$ cat config.mk
export PLATFORM = sky130hd
export DESIGN_NAME = sha256_compress
export DESIGN_NICKNAME = d
export VERILOG_FILES = /design/src/rtl/sha256_compress.sv
export SDC_FILE = /design/constraint.sdc
export NUM_CORES = 2
export LEC_CHECK = 0
export BUFFER_PORTS_ARGS = -buffer_cell sky130_fd_sc_hd__buf_2
export CAP_MARGIN = 10
export CELL_PAD_IN_SITES_DETAIL_PLACEMENT = 1
export CELL_PAD_IN_SITES_GLOBAL_PLACEMENT = 1
export CORE_MARGIN = 3
export CORE_UTILIZATION = 40
export DETAILED_ROUTE_END_ITERATION = 6
export GPL_TIMING_DRIVEN = 0
export MAX_ROUTING_LAYER = met4
export PLACE_DENSITY_LB_ADDON = 0.1
export SYNTH_ARGS = -nofsm -noshare
export SYNTH_HDL_FRONTEND = slang
export SYNTH_SLANG_ARGS = --single-unit
$ cat constraint.sdc
create_clock -name clk -period 6.9 [get_ports clk]
set_input_delay 1.38 -clock clk [delete_from_list [all_inputs] [get_ports clk]]
set_output_delay 1.38 -clock clk [all_outputs]
set_load 0.02 [all_outputs]
$ cat src/rtl/sha256_compress.sv
// sha256_compress: iterative single-block SHA-256 compression.
// One round per clock (64 rounds), then a single feed-forward cycle that
// adds the working variables back onto the captured chaining state.
module sha256_compress (
    input  logic         clk,
    input  logic         reset,
    input  logic         start,
    input  logic [511:0] chunk,
    input  logic [255:0] state_in,
    output logic [255:0] state_out,
    output logic         finish
);

    typedef enum logic [1:0] {
        IDLE  = 2'd0,
        ROUND = 2'd1,
        DONE  = 2'd2
    } fsm_t;

    localparam logic [31:0] K [0:63] = '{
        32'h428a2f98, 32'h71374491, 32'hb5c0fbcf, 32'he9b5dba5,
        32'h3956c25b, 32'h59f111f1, 32'h923f82a4, 32'hab1c5ed5,
        32'hd807aa98, 32'h12835b01, 32'h243185be, 32'h550c7dc3,
        32'h72be5d74, 32'h80deb1fe, 32'h9bdc06a7, 32'hc19bf174,
        32'he49b69c1, 32'hefbe4786, 32'h0fc19dc6, 32'h240ca1cc,
        32'h2de92c6f, 32'h4a7484aa, 32'h5cb0a9dc, 32'h76f988da,
        32'h983e5152, 32'ha831c66d, 32'hb00327c8, 32'hbf597fc7,
        32'hc6e00bf3, 32'hd5a79147, 32'h06ca6351, 32'h14292967,
        32'h27b70a85, 32'h2e1b2138, 32'h4d2c6dfc, 32'h53380d13,
        32'h650a7354, 32'h766a0abb, 32'h81c2c92e, 32'h92722c85,
        32'ha2bfe8a1, 32'ha81a664b, 32'hc24b8b70, 32'hc76c51a3,
        32'hd192e819, 32'hd6990624, 32'hf40e3585, 32'h106aa070,
        32'h19a4c116, 32'h1e376c08, 32'h2748774c, 32'h34b0bcb5,
        32'h391c0cb3, 32'h4ed8aa4a, 32'h5b9cca4f, 32'h682e6ff3,
        32'h748f82ee, 32'h78a5636f, 32'h84c87814, 32'h8cc70208,
        32'h90befffa, 32'ha4506ceb, 32'hbef9a3f7, 32'hc67178f2
    };

    function automatic logic [31:0] rotr(input logic [31:0] x, input int n);
        return (x >> n) | (x << (32 - n));
    endfunction

    fsm_t         fsm_q, fsm_d;
    logic [5:0]   round_q, round_d;
    logic [31:0]  w_q [16];      // w_q[0] is W_t, w_q[15] is W_t+15
    logic [31:0]  w_d [16];
    logic [31:0]  wk_q [8];      // working variables a..h
    logic [31:0]  wk_d [8];
    logic [31:0]  hin_q [8];     // captured chaining state H0..H7
    logic [31:0]  hin_d [8];
    logic [255:0] state_out_q, state_out_d;
    logic         finish_q, finish_d;

    logic [31:0]  t1, t2, w_new;

    // State register and datapath flops, cleared asynchronously
    always_ff @(posedge clk or negedge reset) begin
        if (!reset) begin
            fsm_q       <= IDLE;
            round_q     <= 6'd0;
            state_out_q <= '0;
            finish_q    <= 1'b0;
            for (int i = 0; i < 16; i++) w_q[i] <= '0;
            for (int i = 0; i < 8; i++) begin
                wk_q[i]  <= '0;
                hin_q[i] <= '0;
            end
        end else begin
            fsm_q       <= fsm_d;
            round_q     <= round_d;
            state_out_q <= state_out_d;
            finish_q    <= finish_d;
            for (int i = 0; i < 16; i++) w_q[i] <= w_d[i];
            for (int i = 0; i < 8; i++) begin
                wk_q[i]  <= wk_d[i];
                hin_q[i] <= hin_d[i];
            end
        end
    end

    // Next-state logic: capture -> 64 rounds -> one feed-forward cycle
    always_comb begin
        fsm_d = fsm_q;
        case (fsm_q)
            IDLE:    if (start) fsm_d = ROUND;
            ROUND:   if (round_q == 6'd63) fsm_d = DONE;
            DONE:    fsm_d = IDLE;
            default: fsm_d = IDLE;
        endcase
    end

    // Round function and message-schedule expansion for the current t
    always_comb begin
        t1 = wk_q[7]
           + (rotr(wk_q[4], 6) ^ rotr(wk_q[4], 11) ^ rotr(wk_q[4], 25))
           + ((wk_q[4] & wk_q[5]) ^ (~wk_q[4] & wk_q[6]))
           + K[round_q] + w_q[0];
        t2 = (rotr(wk_q[0], 2) ^ rotr(wk_q[0], 13) ^ rotr(wk_q[0], 22))
           + ((wk_q[0] & wk_q[1]) ^ (wk_q[0] & wk_q[2]) ^ (wk_q[1] & wk_q[2]));
        // W_t+16 from the window; values generated past round 47 are never consumed
        w_new = (rotr(w_q[14], 17) ^ rotr(w_q[14], 19) ^ (w_q[14] >> 10))
              + w_q[9]
              + (rotr(w_q[1], 7) ^ rotr(w_q[1], 18) ^ (w_q[1] >> 3))
              + w_q[0];
    end

    // Output/datapath logic per state
    always_comb begin
        round_d     = round_q;
        state_out_d = state_out_q;
        finish_d    = 1'b0;
        for (int i = 0; i < 16; i++) w_d[i] = w_q[i];
        for (int i = 0; i < 8; i++) begin
            wk_d[i]  = wk_q[i];
            hin_d[i] = hin_q[i];
        end
        case (fsm_q)
            IDLE: begin
                if (start) begin
                    round_d = 6'd0;
                    for (int i = 0; i < 16; i++) w_d[i] = chunk[511 - 32*i -: 32];
                    for (int i = 0; i < 8; i++) begin
                        hin_d[i] = state_in[255 - 32*i -: 32];
                        wk_d[i]  = state_in[255 - 32*i -: 32];
                    end
                end
            end
            ROUND: begin
                round_d = round_q + 6'd1;
                for (int i = 0; i < 15; i++) w_d[i] = w_q[i + 1];
                w_d[15] = w_new;
                for (int i = 1; i < 8; i++) wk_d[i] = wk_q[i - 1];
                wk_d[4] = wk_q[3] + t1;
                wk_d[0] = t1 + t2;
            end
            DONE: begin
                for (int i = 0; i < 8; i++)
                    state_out_d[255 - 32*i -: 32] = hin_q[i] + wk_q[i];
                finish_d = 1'b1;
            end
            default: ;
        endcase
    end

    assign state_out = state_out_q;
    assign finish    = finish_q;

endmodule

* Word-level counts from Yosys, hierarchy flattened
Memories as Yosys holds them, arrays and structs flattened.
Index checks and enable logic that the tools add are counted.
** Word-level totals
- Bits of input ports :: 771
- Register bits :: 1289
- ROM bits :: 2048
- Memories :: 1
- Output and inout port bits :: 257
** Operators by class
- Reduce and logical (&&, ||, !) cells :: 5
- Order comparisons :: 1
- Bitwise logic cells :: 28
- Equal/unequal tests :: 5
- Multiplexer cells :: 12
- Add/subtract/negate cells :: 19
** Memory list
- (name not given) :: words 64, width 32, read ports 1, clocked after memory_dff 0, write ports 0, RTL line 97 : + K[round_q] + w_q[0];
** Operators with widths (count)
- $pmux W512 S2 :: 1
- $add A32 B32 Y32 :: 18
- $mux W512 :: 1
- $pmux W256 S2 :: 1
- $xor A32 B32 Y32 :: 9
- $mux W256 :: 1
- $and A32 B32 Y32 :: 5
- $mux W32 :: 2
- $not A32 Y32 :: 1
- $or A10 B32 Y32 :: 1
- $or A13 B32 Y32 :: 1
- $or A14 B32 Y32 :: 1
- $or A15 B32 Y32 :: 1
- $or A19 B32 Y32 :: 1
- $or A21 B32 Y32 :: 1
- $or A25 B32 Y32 :: 1
- $or A26 B32 Y32 :: 1
- $or A30 B32 Y32 :: 1
- $or A7 B32 Y32 :: 1
- $xor A32 B22 Y32 :: 1
- $xor A32 B29 Y32 :: 1
- $pmux W6 S2 :: 1
- $ge A7 B7 Y1 const B :: 1
- $not A6 Y7 :: 1
- other kinds (12) :: 16

* Depth between registers and ports, before layout
- Depth after elaboration :: 9
- Mapped depth :: 39

* Worst setup path before layout
OpenSTA, ideal clock, no wires.
- Path kind :: reg-to-reg
- Start point :: reg round_q[2]
- End point :: reg wk_q[254] in the netlist's numbering
- Cell stages (with the launch flop) :: 34
- Arrival time :: 7423 ps
- Required time :: 6763 ps
- Clock period less this slack :: 7560 ps
- Slack :: -660 ps
- Setup time :: 137 ps
- Cell sequence :: dfrtp_1 > clkinv_1 > clkbuf_1 > clkbuf_1 > ha_1 > nor2b_1 > a211oi_1 > a22oi_1 > o21ai_0 > fa_1 > inv_1 > ha_1 > inv_1 > fa_1 > nor2b_1 > o31a_1 > o41a_1 > a31oi_2 > o31a_2 > o21bai_1 > o21a_1 > nor2_2 > o21bai_1 > a21oi_1 > xor2_1 > fa_1 > inv_1 > ha_1 > a21o_1 > or3_1 > or3_1 > a31oi_1 > xor2_1 > a21oi_1
** On the way
- Word-level cells in the longest chain between the ends :: 8
** RTL lines
- start, declared :: RTL line 44 : logic [5:0] round_q, round_d;
- start signal, assigned :: RTL line 70 : round_q <= round_d;
- $not A6 Y7 (not written as such) :: RTL line 97
- $mem_v2 Z64 W32
- $mux W32 (not written as such) (2 in a row) :: RTL line 97
- $add A32 B32 Y32 (2 in a row) :: RTL line 97
- $add A32 B32 Y32 :: RTL line 134 : wk_d[0] = t1 + t2;
- $pmux W256 S2 :: RTL line 117 : case (fsm_q)
- end signal, assigned by index :: RTL line 75 : wk_q[i] <= wk_d[i];
- end, declared :: RTL line 47 : logic [31:0] wk_q [8];
Every way passes these cells. The select of a mux whose other input is x is not followed.
A chain may end at the register's enable or synchronous reset.

* Final worst setup path
Ends and elaborated chain as after synthesis.

==> run metrics <==
outcome=finished, violations left; failing checks=setup timing; drt wl/cell=30.0 um; min-delay worst type=in2async; endpoints failing setup=32; Synth Instances=slightly below 10000; top cell type's share of synthesized area=0.397; drt drc=0; gpl congestion=roughly 1.0; grt ovf=0; top post-synthesis cells by area=dfrtp_1 (40%), nand2_1 (12%), ha_1 (6.1%); Yosys cell types=94; asr flop ratio synth=1.00; EDFF count, synth=0; Clk Latency, worst-skew pair=approximately 850 ps; Worst Max-Slew Pin Slew=1350 ps; worst hold slack=about 460 ps; DR iter-0 viols=between 6000 and 7000; Final period util=1.13; drt pass-1 iters=6; post-DP HPWL=338000 um; CTS Buf Count=154; fin. max-slew vios=0; largest net degree at the start of global routing=160; Synth Register Bits=1289; syn_nets=11300; final hold vios=0; Mapped Area=approximately 81000 um^2; RSZ-0062 raised after global routing=true; fin crit period=7770 ps; Slew HR=0.0995; share of layout cells above drive strength 1=0.160; critical path's slowest cell=dfrtp_4; Via density=5.79; Std-Cell Rows=roughly 160; Root Buffer=clkbuf_16; # clock sinks=around 1300; initial core utilization=0.404; Fmax=about 0.13 GHz; Ys Warns=0; Area after DPL=~90000 um^2; met2 wire len=roughly 190000 um; Syn Area/Cell=between 8 and 9 um^2; WP data arrival=~8500 ps; CP Capture Type=flop; total track usage=0.405; Design Area, Final=98600 um^2; detailed-route via count=around 82000; met3 WL=~32000 um; CTS tree=yes; most used cell, CP=inv_2; Crit Path Max Fanout=5; Critical Path Max Stage Delay=560 ps; H-tree depth=4; global-route wire length before repair=around 600000 um; Max Buffers Root-to-Sink=3; area of the core=around 200000 um^2; Met1 Wirelength=170000 um; Main synth FF type=dfrtp_1; vias in the first global route=~85000; Top Metal Used=met4; Worst Path Required=~7600 ps; MaxCap Viol Count=0; clock skew=45.4 ps; CTS clk-pin slew, worst paths=approximately 60 ps; Critical Path Start Type=flop; register area share after synthesis=0.397; largest area contributor in the netlist=dfrtp_1; final WL=around 420000 um; Crit Path Class=reg2reg; die width=around 460 um; nets@finish=roughly 13000; Final ANT Viol Nets=0; setup ws final=-873 ps; die height=roughly 460 um; Die Footprint=approximately 210000 um^2; I/O pin cnt=between 1000 and 1500; area grow syn2layout=21.4%; initial antenna violation count=between 80 and 90; IO Port Bufs=1026
## metal layers
layer,vias to the layer above,GRT usage
met1,41300,0.492
met2,3339,0.629
met5,-,-
met4,0,0.226
met3,968,0.0844
li1,36100,-
## kinds of logic after synthesis
logic type                 after synthesis  share of synthesized area
and+or+nand+nor                       3979                      0.195
muxes                                   54                    0.00775
buffers and inverters                 1125                     0.0521
AOI/OAI and AO/OA                     2299                      0.176
xor gates and xnor gates               576                     0.0621
adders and majority gates              597                      0.110
DFF                                   1289                      0.397
## per-stage QoR
stage               setup slack (ps)  instances  utilization  setup TNS, ps
global placement              -27560      13600        0.447              -
global route                   -1060      14100        0.491         -21250
CTS                             -780      14000        0.487          -7760
finish                          -873      14100        0.491         -17350
detailed placement             -3200      13600        0.449        -108040
floorplan                      -11.3       9919            -          -11.3
## cells in the final DEF, fill, tap and decap left out, types with 33 or more instances in the layout
cell | netlist | final
clkbuf_2 | 0 | 41
buf_4 | 0 | 106
o21ai_1 | 20 | 33
fa_1 | 195 | 193
buf_1 | 51 | 39
clkbuf_1 | 583 | 536
xor2_1 | 258 | 246
o21a_1 | 50 | 50
diode_2 | 0 | 78
o22ai_1 | 71 | 71
dfrtp_1 | 1289 | 1283
nor3_1 | 86 | 84
nor2_1 | 941 | 924
nand2b_1 | 65 | 64
a21oi_1 | 408 | 365
o21bai_1 | 56 | 54
nand3_1 | 55 | 54
xnor2_1 | 318 | 294
nor2b_1 | 51 | 46
a21o_1 | 159 | 159
o21ai_0 | 498 | 471
clkbuf_16 | 0 | 164
nand2_1 | 2631 | 2620
buf_2 | 0 | 1026
a31oi_1 | 733 | 725
ha_1 | 399 | 367
clkbuf_8 | 0 | 55
a21oi_2 | 5 | 41
a211oi_1 | 46 | 43
inv_1 | 487 | 470
## cell usage after synthesis (32+ instances only)
cell and number:
nor2b_1 51, a211oi_1 46, nand2_1 2631, dfrtp_1 1289, a21o_1 159, o22ai_1 71, ha_1 399, o21bai_1 56
xnor2_1 318, nand2b_1 65, fa_1 195, o21ai_0 498, a21oi_1 408, or3_1 32, nor2_1 941, a31oi_1 733
o21a_1 50, buf_1 51, nand3_1 55, nor3_1 86, xor2_1 258, o22a_1 32, clkbuf_1 583, inv_1 487
## worst max-delay path: cells and delay by family, from the launching register on
kind            cells  cell delay, ps
compound gates     14            2740
simple gates        7            1060
fa+ha+maj           6            1870
flops               1             560
xor+xnor            2             560
buf+inv             8             810
## flip-flops by register name, indices dropped and copies added, names as in the netlist
register,flops
round_q,6
wk_q,256
fsm_q,2
state_out,256
hin_q,256
w_q,512
finish,1
## timing repair
| action | 4_1_cts | 5_1_grt |
|---|---|---|
| hold buffers | 0 | 0 |
| setup buffers | 92 | 19 |
| pin swaps | 73 | 80 |
| gates resized for setup | 427 | 84 |
| cloned | 2 | 0 |
| endpoints found under the hold margin | 0 | 0 |
| endpoints found under the setup margin | 56 | 35 |
## final cells by class
type	count	area, um^2
diodes	78	195
well taps	2656	3320
clock buffers	235	4630
inverters	490	1880
plain buffers	633	2860
repair buffers	1164	6600
clock inverters	48	589
multi-input cells	7505	46300
fillers	24500	102000
flip-flops and latches	1289	32300
## path summary, 6_finish.rpt
kind | start | cells past startpoint | endpoint | slack, ps
max in group asynchronous | reset | 5 | w_q[110]$_DFFE_PN0P_ | 3360
min in group clk | state_out[56]$_DFFE_PN0P_ | 2 | state_out[56]$_DFFE_PN0P_ | 470
worst min-delay path | reset | 1 | state_out[24]$_DFFE_PN0P_ | 460
worst min register to register | state_out[56]$_DFFE_PN0P_ | 2 | state_out[56]$_DFFE_PN0P_ | 470
worst max-delay path | round_q[2]$_DFFE_PN0P_ | 37 | wk_q[254]$_DFFE_PN0P_ | -870
worst max register to register | round_q[2]$_DFFE_PN0P_ | 37 | wk_q[254]$_DFFE_PN0P_ | -870
Power is left out: the tool's default activity adds up to more than one toggle a clock period on the data nets, which glitch-free logic cannot reach.
